### config.mk
export PLATFORM = sky130hd
export DESIGN_NAME = trap_monitor
export DESIGN_NICKNAME = d
export VERILOG_FILES = /design/src/rtl/trap_mon_pkg.sv /design/src/rtl/trap_mon_dump_seq.sv /design/src/rtl/trap_monitor.sv
export SDC_FILE = /design/constraint.sdc
export NUM_CORES = 1
export LEC_CHECK = 0
export CORE_ASPECT_RATIO = 1.2
export CORE_MARGIN = 1.5
export CORE_UTILIZATION = 33
export DETAILED_ROUTE_END_ITERATION = 10
export PLACE_DENSITY = 0.64
export SETUP_SLACK_MARGIN = 0.5
export SLEW_MARGIN = 20
export SYNTH_ARGS = -nofsm -noshare
export SYNTH_HDL_FRONTEND = slang
export SYNTH_SLANG_ARGS = --single-unit
### constraint.sdc
create_clock -name clk -period 2 [get_ports clk]
set_input_delay 0.3 -clock clk [delete_from_list [all_inputs] [get_ports clk]]
set_output_delay 0.3 -clock clk [all_outputs]
set_load 0.05 [all_outputs]
### src/rtl/trap_mon_pkg.sv
// Shared types and constants for the trap monitor and its dump sequencer.
package trap_mon_pkg;

  typedef enum logic [2:0] {
    RUN,
    RD,
    CAP,
    OUT,
    DONE
  } state_e;

  localparam logic [31:0] HALT_INSTR_DEFAULT = 32'h44000300;
  localparam logic [31:0] SIG_INIT           = 32'hFFFFFFFF;

  // One signature step: rotate left by one, then fold in the dumped word.
  function automatic logic [31:0] sig_step(input logic [31:0] sig, input logic [31:0] word);
    return {sig[30:0], sig[31]} ^ word;
  endfunction

endpackage

### src/rtl/trap_mon_dump_seq.sv
// Post-halt memory walker: reads each word, presents it on a valid/ready port.
// Optional checksum register built only when TRAP_MONITOR_SIGNATURE_EN is defined.
module trap_mon_dump_seq
  import trap_mon_pkg::*;
#(
  parameter  int unsigned MEM_SIZE   = 1024,
  parameter  int unsigned DUMP_WIDTH = 8,
  localparam int unsigned AW         = (MEM_SIZE > 1) ? $clog2(MEM_SIZE) : 1
) (
  input  logic                  clk,
  input  logic                  rst,
  input  logic                  start,
  output logic                  mem_rd_en,
  output logic [AW-1:0]         mem_rd_addr,
  input  logic [DUMP_WIDTH-1:0] mem_rd_data,
  output logic                  out_valid,
  output logic [AW-1:0]         out_addr,
  output logic [DUMP_WIDTH-1:0] out_data,
  input  logic                  out_ready,
  output logic                  done,
  output logic [31:0]           signature
);

  localparam logic [AW-1:0] LAST = AW'(MEM_SIZE - 1);

  state_e        state, state_nxt;
  logic [AW-1:0] ptr, ptr_nxt;
  logic          hs_c;

  assign hs_c = (state == OUT) && out_ready;

  always_ff @(posedge clk or negedge rst) begin
    if (!rst) state <= RUN;
    else      state <= state_nxt;
  end

  always_comb begin
    state_nxt = state;
    case (state)
      RUN:     if (start) state_nxt = RD;
      RD:      state_nxt = CAP;
      CAP:     state_nxt = OUT;
      OUT:     if (out_ready) state_nxt = (ptr == LAST) ? DONE : RD;
      DONE:    state_nxt = DONE;
      default: state_nxt = RUN;
    endcase
  end

  // Pointer advances on every handshake except the last word.
  always_comb begin
    ptr_nxt = ptr;
    if (hs_c && (ptr != LAST)) ptr_nxt = ptr + AW'(1);
  end

  // Outputs are registered from the next state so they line up with it.
  always_ff @(posedge clk or negedge rst) begin
    if (!rst) begin
      ptr         <= '0;
      mem_rd_en   <= 1'b0;
      mem_rd_addr <= '0;
      out_valid   <= 1'b0;
      out_addr    <= '0;
      out_data    <= '0;
      done        <= 1'b0;
    end else begin
      ptr       <= ptr_nxt;
      mem_rd_en <= (state_nxt == RD);
      if (state_nxt == RD) mem_rd_addr <= ptr_nxt;
      out_valid <= (state_nxt == OUT);
      if (state == CAP) begin
        out_data <= mem_rd_data;
        out_addr <= ptr;
      end
      done <= (state_nxt == DONE);
    end
  end

`ifdef TRAP_MONITOR_SIGNATURE_EN
  always_ff @(posedge clk or negedge rst) begin
    if (!rst)      signature <= SIG_INIT;
    else if (hs_c) signature <= sig_step(signature, 32'(out_data));
  end
`else
  assign signature = 32'h0;
`endif

endmodule

### src/rtl/trap_monitor.sv
// Run control beside the core: counts cycles/instructions, halts on trap or
// timeout, then dumps data memory. Signature via TRAP_MONITOR_SIGNATURE_EN.
module trap_monitor
  import trap_mon_pkg::*;
#(
  parameter  int unsigned            INSTR_WIDTH = 32,
  parameter  logic [INSTR_WIDTH-1:0] HALT_INSTR  = INSTR_WIDTH'(HALT_INSTR_DEFAULT),
  parameter  int unsigned            MEM_SIZE    = 1024,
  parameter  int unsigned            DUMP_WIDTH  = 8,
  parameter  int unsigned            TIMEOUT     = 2500,
  parameter  int unsigned            CNT_WIDTH   = 32,
  localparam int unsigned            AW          = (MEM_SIZE > 1) ? $clog2(MEM_SIZE) : 1
) (
  input  logic                   clk,
  input  logic                   rst,
  input  logic                   instr_valid,
  input  logic [INSTR_WIDTH-1:0] instr,
  input  logic [INSTR_WIDTH-1:0] pc,
  output logic                   halt_o,
  output logic                   timeout_o,
  output logic [INSTR_WIDTH-1:0] halt_pc,
  output logic [CNT_WIDTH-1:0]   cycle_count,
  output logic [CNT_WIDTH-1:0]   instr_count,
  output logic                   mem_rd_en,
  output logic [AW-1:0]          mem_rd_addr,
  input  logic [DUMP_WIDTH-1:0]  mem_rd_data,
  output logic                   out_valid,
  output logic [AW-1:0]          out_addr,
  output logic [DUMP_WIDTH-1:0]  out_data,
  input  logic                   out_ready,
  output logic                   done,
  output logic [31:0]            signature
);

  localparam logic [CNT_WIDTH-1:0] CNT_MAX = '1;
  localparam logic [CNT_WIDTH-1:0] TO_LAST = CNT_WIDTH'(TIMEOUT - 1);

  logic run_c, trap_c, timeout_c;

  // halt_o low is exactly the RUN phase; the dump sequencer follows it.
  assign run_c     = !halt_o;
  assign trap_c    = run_c && instr_valid && (instr == HALT_INSTR);
  assign timeout_c = run_c && (TIMEOUT != 0) && (cycle_count == TO_LAST) && !trap_c;

  always_ff @(posedge clk or negedge rst) begin
    if (!rst) begin
      halt_o      <= 1'b0;
      timeout_o   <= 1'b0;
      halt_pc     <= '0;
      cycle_count <= '0;
      instr_count <= '0;
    end else if (run_c) begin
      if (cycle_count != CNT_MAX) cycle_count <= cycle_count + CNT_WIDTH'(1);
      if (instr_valid && (instr_count != CNT_MAX)) instr_count <= instr_count + CNT_WIDTH'(1);
      if (trap_c) begin
        halt_o  <= 1'b1;
        halt_pc <= pc;
      end else if (timeout_c) begin
        halt_o    <= 1'b1;
        timeout_o <= 1'b1;
        halt_pc   <= '0;
      end
    end
  end

  trap_mon_dump_seq #(
    .MEM_SIZE   (MEM_SIZE),
    .DUMP_WIDTH (DUMP_WIDTH)
  ) u_dump (
    .clk         (clk),
    .rst         (rst),
    .start       (trap_c || timeout_c),
    .mem_rd_en   (mem_rd_en),
    .mem_rd_addr (mem_rd_addr),
    .mem_rd_data (mem_rd_data),
    .out_valid   (out_valid),
    .out_addr    (out_addr),
    .out_data    (out_data),
    .out_ready   (out_ready),
    .done        (done),
    .signature   (signature)
  );

endmodule

# ---- Word level (Yosys, flattened, before mapping)
# Index checks and enable logic that the tools add are counted.
dict set report totals {
  reg_bits 142
  wordCells 57
}
dict set report op_classes {
  add_sub_neg 3
  n_eq_ne 13
  n_mux 10
  bitwise 2
  reduce_logical 16
}
# operator n
set ops {}
lappend ops {{32-bit by 1-bit adder with 32-bit output, second input constant} 2}
lappend ops {{32-bit 2-to-1 mux} 2}
lappend ops {{32-bit inequality test, second input constant} 2}
lappend ops {{32-bit by 12-bit equality test with 1-bit output, second input constant} 1}
lappend ops {{32-bit by 31-bit equality test with 1-bit output, second input constant} 1}
lappend ops {{3-bit case mux with 5 select lines} 1}
lappend ops {{10-bit by 1-bit adder with 10-bit output, second input constant} 1}
lappend ops {{10-bit equality test, second input constant} 1}
lappend ops {{10-bit 2-to-1 mux} 1}
lappend ops {{10-bit inequality test, second input constant} 1}
lappend ops {{3-bit by 2-bit equality test with 1-bit output, second input constant} 3}
lappend ops {{3-bit 2-to-1 mux} 3}
lappend ops {{1-bit logical AND} 7}
lappend ops {{3-bit by 1-bit equality test with 1-bit output, second input constant} 2}
lappend ops {{3-bit equality test, second input constant} 2}
lappend ops {{2-bit AND reduction} 3}
lappend ops {{3-bit zero test} 1}
lappend ops {{1-bit 2-to-1 mux} 3}
lappend ops {{3-bit AND reduction} 1}
lappend ops {{1-bit zero test} 2}
lappend ops {{1-bit inverter} 2}
lappend ops {{2-bit nonzero test} 1}
lappend ops {{1-bit logical OR} 1}

# ---- Depth between registers and ports, before layout
# Gate-level depths: netlist (run 1).
dict set report logic_depth {
  ltp_word 9
  depth_mapped 8
  mapped_depth_nobuf 6
}

# ---- Cells and area by module
# A second synthesis (run 1) with hierarchy kept.
dict set report unflattened {
  hier_cells 559
  area_unflattened_um2 6612.6
}
# module n_inst cells_each area_each_um2 seq_area_each_um2
set modules_own_cells {}
lappend modules_own_cells {trap_monitor 1 399 4510.6 2452.4}
lappend modules_own_cells {trap_mon_dump_seq 1 160 2102.0 1101.1}

# ---- Worst setup path after synthesis (run 1)
# No wires, ideal clock.
dict set report synth_path {
  path_kind {register to register}
  from {reg cycle_count[0]}
  to {reg cycle_count[27]}
  setup_ns 0.146
  arrival_ns 2.208
  slack_ns -0.354
  path_stages_with_launch 8
  path_buffers 1
  synth_period_minus_slack_ns 2.354
  cell_sequence {dfrtp_1 ha_1 nand2_1 nor4_1 and4_1 clkbuf_1 nor3_1 xor2_1}
}
dict set report synth_between {
  elab_chain_cells 2
  word_cells_on_any_way 3
  classes_between {add/sub (1); eq/ne (1); reduce/logical (1)}
}
# element line_no
set synth_lines {}
lappend synth_lines {{start, declared} trap_monitor.sv:22} ;# output logic [CNT_WIDTH-1:0] cycle_count,
lappend synth_lines {{start signal, assigned} trap_monitor.sv:53} ;# if (cycle_count != CNT_MAX) cycle_count <= cycle_count + CNT_WIDTH'(1);
lappend synth_lines {{branches (longest 2 deep; another with 32-bit by 1-bit adder with 32-bit output)} -}
# Several ways; the timed one is not identified.
# A chain may end at the register's enable or synchronous reset.

# ---- Worst setup path in the final report (run 1)
dict set report layout_path {
  from {reg cycle_count[25]}
  to {reg u_dump.mem_rd_addr[9]}
}
dict set report layout_between {
  elab_chain_cells 7
}
# element line_no
set layout_lines {}
lappend layout_lines {{32-bit by 12-bit equality test with 1-bit output} trap_monitor.sv:43} ;# assign timeout_c = run_c && (TIMEOUT != 0) && (cycle_count == TO_LAST) && !trap_c;
lappend layout_lines {{1-bit logical AND (2 in a row)} trap_monitor.sv:43}
lappend layout_lines {{1-bit logical OR} trap_monitor.sv:72} ;# .start (trap_c || timeout_c),
lappend layout_lines {{3-bit 2-to-1 mux} trap_mon_dump_seq.sv:40} ;# RUN: if (start) state_nxt = RD;
lappend layout_lines {{3-bit case mux with 5 select lines} trap_mon_dump_seq.sv:39} ;# case (state)
lappend layout_lines {{3-bit by 1-bit equality test with 1-bit output} trap_mon_dump_seq.sv:68} ;# if (state_nxt == RD) mem_rd_addr <= ptr_nxt;
lappend layout_lines {{end signal, assigned} trap_mon_dump_seq.sv:68}
lappend layout_lines {{end, declared} trap_mon_dump_seq.sv:14} ;# output logic [AW-1:0] mem_rd_addr,
# No other way between the ends.

==> flow_summary.toml, run 1 <==
[die]
rows = 55
die_y_um = 155.7
core-area_um2 = 18920
ioPinCount = 237
die_area_um2 = 20280
initial_core_util_pct = 33.89
chipWidth_um = 130.3

[synthesis]
synth_area_per_cell_um2 = 11.79
synth_top_family_by_area = "simple AND/OR/NAND/NOR gates"
ys_seq_area_share_pct = 55.40
synth_xor_xnor_area_share_pct = 9.423
syn_area_um2 = 6414
synth_edf_count = 0
ys_ff_latch = 142
ys_warn_count = 0
synth.top_cells.by_area = "dfrtp_1 55%, xnor2_1 5.9%, a22o_1 4.4%, buf_4 3.9%, mux2_2 3.7%"
synth_fa_ha_area_share_pct = 0.5853
synth-compound-area-share_pct = 6.867
synthMuxAreaShare_pct = 5.267
synth_top_cell_by_area = "dfrtp_1"
synth_top_area_share_pct = 55.40
postSynthCellCount = 544
synth-async-reset-ratio_pct = 100.0
synth_top_flop_cell = "dfrtp_1"
synth-simple-area-share_pct = 17.15
synthDistinctLibCells = 46

[finish]
stdcell_area_um2 = 11190
stdcell_count = 1148
nNetsFinal = 957
final_cell_mix = "92 x buf_4, 78 x dfrtp_1, 67 x buf_6, 67 x buf_2, 64 x dfrtp_2"
area_growth_pct = 74.48
layout-drive-gt1-share_pct = 55.89
mostFrequentLayoutCell = "buf_4"

[placed_design]
hpwlAfterDp_um = 14000
io_buffers = 204
preCtsSetupSlack_ps = -623.1
placed_cells = 1058
placed_cell_area_um2 = 9656
routabilityCongestion = 0.8260

[power_and_ir_drop]
power_density_nw_per_um2 = 658.1
vdd_drop_max_uv = 570.6
p_leak_nw = 5.335

[critical_path]
r2r_slack_ps = -150
worst_path_max_delay_cell = "dfrtp_2"
worstSetupPathType = "reg2reg"
critical-path-max-stage-delay_ps = 420
cp-end-kind = "register"
reg2reg_depth = 8
crit_arrival_ps = 2450
crit_path_start = "cycle_count[25]"
reg2reg_from = "cycle_count[25]"
crit_path_cell_trace = "nor4_4 > buf_4 > nand4_1 > buf_4 > nor3_4 > o31a_1 > buf_12 > mux2_1"
critPathMaxFanout = 11
rr_endpoint = "u_dump.mem_rd_addr[9]"
crit_top_cell = "buf_4"
crit_path_end = "u_dump.mem_rd_addr[9]"
cp.required_ps = 2310
worstSetupStartpointType = "register"

[routing]
post_drt_via_cell_ratio = 4.940
detail-route-antenna-nets = 0
finalWirelength_um = 20940
wl_per_cell_um = 18.24
drc = 0
vias = 5671
detail_route.iter0.violations = 170
drt-pass1-iter-count = 5

[sta]
timing.final.max_slew_violations = 0
hold_ws_ps = 393.3
tns_ps = -1741
clock.fmax_ghz = 0.4654
setup_ws_ps = -148.7
period_minus_slack_ps = 2149
min_period_over_period_pct = 107.4
tightest_slew_ps = 514.1
maxSlewHeadroom_pct = 65.73
final.setup_skew_ps = 8.739
setup_viol = 33
rsz0062_at_grt = "true"
hold_viol = 0

[global_route]
grt_usage_pct = 20.87
antenna_found_initial = 1
grt_use_met2_pct = 35.51
grt_start_max_net_pins = 59
grt.met1_usage_pct = 24.53
grtUsageMet3_pct = 7.750
grt_pass1_vias = 5928
grt_pass1_wl_um = 32420
busiest_layer = "met2"
grt-ovfl-total = 0

[outcome]
run_status = "finished, violations left"
violations = "negative setup slack"

[clock_network]
clkSinkCount = 142
cts.clk_slew.worst_paths_ps = 70
cts-buffers-inserted = 17
clockBufferDepth = 2
clockRootBuffer = "clkbuf_16"
cts_max_level = 4
cts_tree = "yes"
clk_latency_ps = 430

[hold_path]
hold_class = "in2async"

[job]
maxCapViolCount = 0
-- cell type report --
type	count	area [um2]
fillers	1479	7734
multi-input cells	378	3645
flip-flops and latches	142	3633
repair buffers	335	2959
clock buffers	17	425.4
well taps	256	320.3
clock inverters	15	190.2
inverters	4	15.01
diodes	1	2.502
-- flip-flops by register name, summed over array words and instances, names as in the netlist --
register            flops
u_dump.mem_rd_en        1
u_dump.done             1
cycle_count            32
u_dump.out_valid        1
halt_o                  1
halt_pc                32
timeout_o               1
instr_count            32
u_dump.state            3
u_dump.out_addr        10
u_dump.ptr             10
u_dump.out_data         8
u_dump.mem_rd_addr     10
-- cell families after synthesis --
logic type	after synthesis
AO/OA/AOI/OAI	52
adder cells (fa/ha/maj)	3
AND/OR/NAND/NOR	191
XOR/XNOR	69
flip-flops	142
other	1
buffers and inverters	56
multiplexers	30
-- per-layer routing --
layer / up-vias / part of all wire (%)
li1: 2589 / -
met4: 0 / 1.6
met3: 29 / 7.5
met5: - / 0
met1: 2832 / 38
met2: 221 / 52
-- through the flow --
stage	util, %	power [mW]
6_report	59.13	7.364
5_1_grt	59.13	7.627
4_1_cts	57.17	7.374
3_5_place_dp	51.02	4.053
3_3_place_gp	51.02	4.033
2_1_floorplan	-	3.669
-- cells in the mapped netlist, types with 7 or more instances --
master / count
mux2_2: 21
nor3b_1: 7
nor2_1: 21
dfrtp_1: 142
xnor2_1: 43
nor3_1: 13
buf_4: 33
a22o_1: 32
nand3_1: 29
mux2_1: 9
nor4_1: 15
nor4b_1: 8
xor2_1: 26
nand2_1: 24
nand4_1: 31
and3_1: 19
and2_1: 7
clkbuf_1: 17
-- critical path, delay by kind of cell (launching register included) --
kind            cells  cell delay (ps)
flops               1              420
buf+inv             3              500
simple gates        3              580
compound gates      1              200
mux                 1              320
-- how the worst min path moves through the flow --
stage | startpoint | end | depth (start not counted)
4_1_cts | rst | u_dump.out_data[2] | 2
6_report | rst | u_dump.out_data[2] | 2
5_1_grt | rst | u_dump.out_data[2] | 2
3_3_place_gp | rst | u_dump.out_data[5] | 1
3_5_place_dp | rst | u_dump.out_data[2] | 1
2_1_floorplan | rst | cycle_count[0] | 0
-- power by group --
part / switching, mW / total (mW) / internal [mW]
clock network: 1.44 / 3.34 / 1.91
logic: 0.609 / 0.941 / 0.332
registers: 0.125 / 3.08 / 2.95
total: 2.17 / 7.36 / 5.19
-- repair_timing --
action	4_1_cts	5_1_grt
resized for setup	624	184
pin swaps	93	50
setup buffers	24	30
setup endpoints to repair	249	190
hold endpoints to repair	45	0
hold buffers	1	0
gates cloned	2	0
(Power assumes the default switching activity.)
==> inputs of run 2 (changes only) <==
Settings changed: SKIP_CTS_REPAIR_TIMING from default to 1.
==> run 2 against run 1 <==
Compared with the run above:
- the flow still finishes with violations (negative setup slack)
- setup slack better by 12 ps
- sequential cell count did not move
- combinational power grew 0.9%
- fmax is 0.57% higher
- highest routed layer unchanged
- final cell count down 1.4%
- routed wire length decreased by 2.4%
- critical path type unchanged
- non-clock buffer count decreased by 15
- utilization is 1.9 points lower
- hold slack better by 13 ps
- count of clock-buffer cells in the layout stayed put
==> flow_summary.toml, run 2 (synthesized netlist as in run 1, its figures left out) <==
[placed_design]
io_buffers = 204
hpwlAfterDp_um = 14000
routabilityCongestion = 0.8260

[outcome]
violations = "negative setup slack"
run_status = "finished, violations left"

[die]
rows = 55
die_area_um2 = 20280
core-area_um2 = 18920
die_y_um = 155.7
initial_core_util_pct = 33.89
chipWidth_um = 130.3
ioPinCount = 237

[global_route]
grt_start_max_net_pins = 59
antenna_found_initial = 0
grt_usage_pct = 19.29
grt-ovfl-total = 0
grt_pass1_wl_um = 29970
grt_pass1_vias = 5520

[critical_path]
worst_path_max_delay_cell = "dfrtp_2"
crit_arrival_ps = 2450
critical-path-max-stage-delay_ps = 420
worstSetupPathType = "reg2reg"
cp-end-kind = "register"
critPathMaxFanout = 11
crit_path_cell_trace = "nor4_4 > buf_4 > nand4_1 > buf_4 > nor3_4 > o31a_1 > buf_12 > mux2_1"
worstSetupStartpointType = "register"
cp.required_ps = 2310
crit_top_cell = "buf_4"

[finish]
area_growth_pct = 68.90
layout-drive-gt1-share_pct = 53.42
mostFrequentLayoutCell = "clkbuf_2"
diodes = 0
final_cell_mix = "95 x clkbuf_2, 85 x buf_4, 80 x dfrtp_1"
reg.largest.list = "cycle_count x32, halt_pc x32, instr_count x32"
nNetsFinal = 942

[clock_network]
clockRootBuffer = "clkbuf_16"
cts.clk_slew.worst_paths_ps = 70
clk_latency_ps = 430
clkSinkCount = 142
cts_max_level = 4
cts_tree = "yes"
cts-buffers-inserted = 17
clockBufferDepth = 2

[power_and_ir_drop]
p_sw_mw = 2.144
p_clk_share_pct = 45.4
vdd_drop_max_uv = 570.9
p_leak_nw = 5.119
p_seq_share_pct = 41.7
sw_frac_of_total_pct = 29.17
internal_power_mw = 5.206
p_comb_share_pct = 12.9
power_density_nw_per_um2 = 678.5

[routing]
wl_per_cell_um = 18.05
drt-pass1-iter-count = 4
vias = 5595
detail-route-antenna-nets = 0
detail_route.iter0.violations = 235
post_drt_via_cell_ratio = 4.943
finalWirelength_um = 20430
drc = 0

[sta]
tns_ps = -1260
hold_viol = 0
min_period_over_period_pct = 106.8
setup_ws_ps = -136.5
hold_ws_ps = 406.4
tightest_slew_ps = 515.3
rsz0062_at_grt = "true"
period_minus_slack_ps = 2137
final.setup_skew_ps = 8.334
maxSlewHeadroom_pct = 65.65
clock.fmax_ghz = 0.4680
timing.final.max_slew_violations = 0
setup_viol = 19

[job]
maxCapViolCount = 0

[hold_path]
hold_class = "in2async"
run 2: cell count changes in the layout (fill, tap and decap cells not counted), sizes merged:
| cell | change |
|---|---|
| clkdlybuf4s50 | +27 |
| clkdlybuf4s15 | -17 |
| diode | -1 |
| buf | -89 |
| dlygate4sd2 | -26 |
| clkbuf | +95 |
| clkdlybuf4s18 | -5 |
run 2: routing by layer:
| metal | wire [um] | vias to the layer above | global-route usage (%) |
|---|---|---|---|
| met5 | 0 | - | 0 |
| met4 | 324 | 0 | 5.397 |
| met3 | 1552 | 23 | 7.647 |
| met2 | 10600 | 214 | 31.43 |
| met1 | 7953 | 2791 | 23.53 |
| li1 | - | 2567 | - |
run 2: metrics by stage:
step	power, mW	instances	cell area (um2)	utilization (%)	setup slack [ps]
floorplan	3.669	575	7084	-	-4.461
global placement	4.033	1058	9656	51.02	-604.2
detailed placement	4.053	1058	9656	51.02	-623.1
CTS	7.402	1090	10270	54.27	-326.5
global route	7.627	1132	10830	57.24	-235.1
finish	7.350	1132	10830	57.24	-136.5
run 2: worst paths after layout:
| path | startpoint | end | depth (start not counted) | slack, ps |
|---|---|---|---|---|
| setup / recovery | cycle_count[25] | u_dump.mem_rd_addr[3] | 8 | -140 |
| hold / removal | rst | u_dump.out_data[2] | 2 | 410 |
| setup reg to reg | cycle_count[25] | u_dump.mem_rd_addr[3] | 8 | -140 |
| hold reg to reg | instr_count[10] | instr_count[10] | 1 | 480 |
| max in group asynchronous | rst | cycle_count[14] | 3 | 900 |
| min in group clk | pc[30] | halt_pc[30] | 2 | 480 |
run 2: worst max-delay path: cells and delay by family (launching register included):
kind	cells	cell delay, ps
AO/OA/AOI/OAI	1	200
AND/OR/NAND/NOR	3	570
multiplexers	1	320
buffers and inverters	3	500
flip-flops	1	420
run 2: power groups by stage:
stage	clock network, mW	logic [mW]	registers [mW]
final	3.33	0.949	3.07
after global placement	0	0.929	3.10
after global routing	3.54	1.01	3.07
after CTS	3.40	0.946	3.05
after detailed placement	0	0.944	3.11
after floorplan	0	0.345	3.32
run 2: area by class of cell:
cell class	instances	area [um2]
inverter	4	15.01
multi-input combinational	378	3565
sequential	142	3631
clock inverter	15	190.2
clock buffer	17	425.4
fill	1518	8092
tap	256	320.3
timing repair buffer	320	2686
==> inputs of run 3 (changes only) <==
Settings changed: SETUP_SLACK_MARGIN 0.5 to 0.1.
==> run 3 against run 2 <==
Compared with the run above:
- the flow still finishes with violations (negative setup slack)
- count of clock-buffer cells in the layout is 3 higher
- sequential share of layout area rose by 0.19 points
- non-clock buffer count down 30
- largest cell class unchanged
- fmax increased by 5.7%
- die area unchanged
==> flow_summary.toml, run 3 (synthesized netlist as in run 1, its figures left out) <==
[placed_design]
routabilityCongestion = 0.8043
io_buffers = 204
hpwlAfterDp_um = 14400
placed_cells = 1051
preCtsSetupSlack_ps = -765.6

[clock_network]
cts_tree = "yes"
cts_max_level = 4
cts.clk_slew.worst_paths_ps = 70
clkSinkCount = 142
clockRootBuffer = "clkbuf_16"
clockBufferDepth = 2
clk_latency_ps = 430
cts-buffers-inserted = 17

[finish]
nFillCells = 1546
stdcell_count = 1103
mostFrequentLayoutCell = "dlymetal6s2s_1"
nNetsFinal = 911
layout-drive-gt1-share_pct = 31.95
final_cell_mix = "123 x dlymetal6s2s_1, 86 x dfrtp_1, 75 x buf_4"
area_growth_pct = 67.60
regArea_um2 = 3623
multi_input_area_um2 = 3073
reg.largest.list = "cycle_count x32, halt_pc x32, instr_count x32"

[hold_path]
hold_class = "in2async"

[job]
maxCapViolCount = 0

[sta]
final.setup_skew_ps = 11.18
tightest_slew_ps = 616.6
rsz0062_at_grt = "true"
min_period_over_period_pct = 101.1
setup_viol = 14
hold_viol = 0
timing.final.max_slew_violations = 0
clock.fmax_ghz = 0.4947
tns_ps = -143.9
period_minus_slack_ps = 2021
maxSlewHeadroom_pct = 58.82
setup_ws_ps = -21.43

[die]
ioPinCount = 237
chipWidth_um = 130.3
core-area_um2 = 18920
rows = 55
die_y_um = 155.7
initial_core_util_pct = 33.89
die_area_um2 = 20280

[critical_path]
cp.required_ps = 2310
crit_arrival_ps = 2330
rr_endpoint = "halt_pc[30]"
reg2reg_from = "cycle_count[5]"
reg2reg_depth = 7
cp-end-kind = "register"
r2r_slack_ps = -20
worstSetupPathType = "reg2reg"
critPathMaxFanout = 8
worstSetupStartpointType = "register"

[power_and_ir_drop]
p_sw_mw = 2.033
p_comb_share_pct = 13.1
p_clk_share_pct = 44.3
p_seq_share_pct = 42.6
p_leak_nw = 6.662
power_density_nw_per_um2 = 664.9
vdd_drop_max_uv = 495.5
sw_frac_of_total_pct = 28.44
internal_power_mw = 5.114

[routing]
vias = 5446
drt-pass1-iter-count = 6
detail_route.iter0.violations = 244
drc = 0
detail-route-antenna-nets = 0
finalWirelength_um = 20010
wl_per_cell_um = 18.14
post_drt_via_cell_ratio = 4.937

[global_route]
antenna_found_initial = 3
grt_usage_pct = 19.29
grt_pass1_vias = 5551
grt_use_met2_pct = 31.63
grt_start_max_net_pins = 44
grtUsageMet3_pct = 8.162
busiest_layer = "met2"
grt_pass1_wl_um = 29790
grt-ovfl-total = 0
grt.met1_usage_pct = 23.02

[outcome]
violations = "negative setup slack"
run_status = "finished, violations left"
run 3: cell types whose count changed in the layout (fill, tap and decap cells not counted), moves of 8 or more:
cell            before  now
nand3_1             14   23
mux2_1               9    1
dlymetal6s2s_1       0  123
xnor2_1             32   43
nor2_1               9   19
clkbuf_2            95    0
xnor2_2             11    0
mux2_4              19    8
buf_4               85   75
buf_6               49    9
mux2_2               2   21
run 3: worst max-delay path by stage:
stage	from	endpoint	slack, ps	cells after the start
CTS	instr[11]	u_dump.state[0]	-300	9
global route	cycle_count[25]	halt_pc[10]	-150	7
floorplan	instr[12]	u_dump.mem_rd_addr[4]	-4	5
finish	cycle_count[5]	halt_pc[30]	-20	7
global placement	instr[11]	u_dump.state[0]	-670	9
detailed placement	instr[11]	u_dump.state[0]	-770	9
run 3: layout make-up:
class / count / share of cell area (%)
flip-flops and latches: 142 / 33.71
multi-input cells: 377 / 28.59
inverters: 4 / 0.1397
repair buffers: 290 / 29.11
well taps: 256 / 2.980
diodes: 2 / 0.04656
clock buffers: 20 / 4.249
clock inverters: 12 / 1.176
run 3: power by group through the flow:
stage | Sequential, mW | Clock (mW) | Combinational (mW)
finish | 3.05 | 3.17 | 0.933
global route | 3.06 | 3.38 | 0.992
CTS | 3.05 | 3.24 | 0.945
detailed placement | 3.10 | 0 | 0.941
global placement | 3.09 | 0 | 0.927
floorplan | 3.32 | 0 | 0.325
run 3: critical path: stages, from the launching register on:
cell	delay [ps]
dfrtp_2	420
nor4_4	290
nand4_1	220
buf_4	210
nor2_4	90
a41oi_4	240
clkbuf_16	260
a22o_1	180
run 3: layer usage:
layer / share of wire (%) / up-vias
met5: 0.050 / -
met1: 39 / 2719
li1: - / 2489
met2: 50 / 205
met3: 9.1 / 31
met4: 1.6 / 2
run 3: metrics by stage:
step	util, %	hold slack, ps	power [mW]	cell area [um2]
after floorplan	-	4.409	3.649	6715
after global placement	49.16	209.5	4.021	9303
after CTS	52.24	-248.1	7.232	9886
after detailed placement	49.16	214.9	4.041	9303
after global routing	56.77	325.3	7.433	10740
final	56.80	328.0	7.147	10750
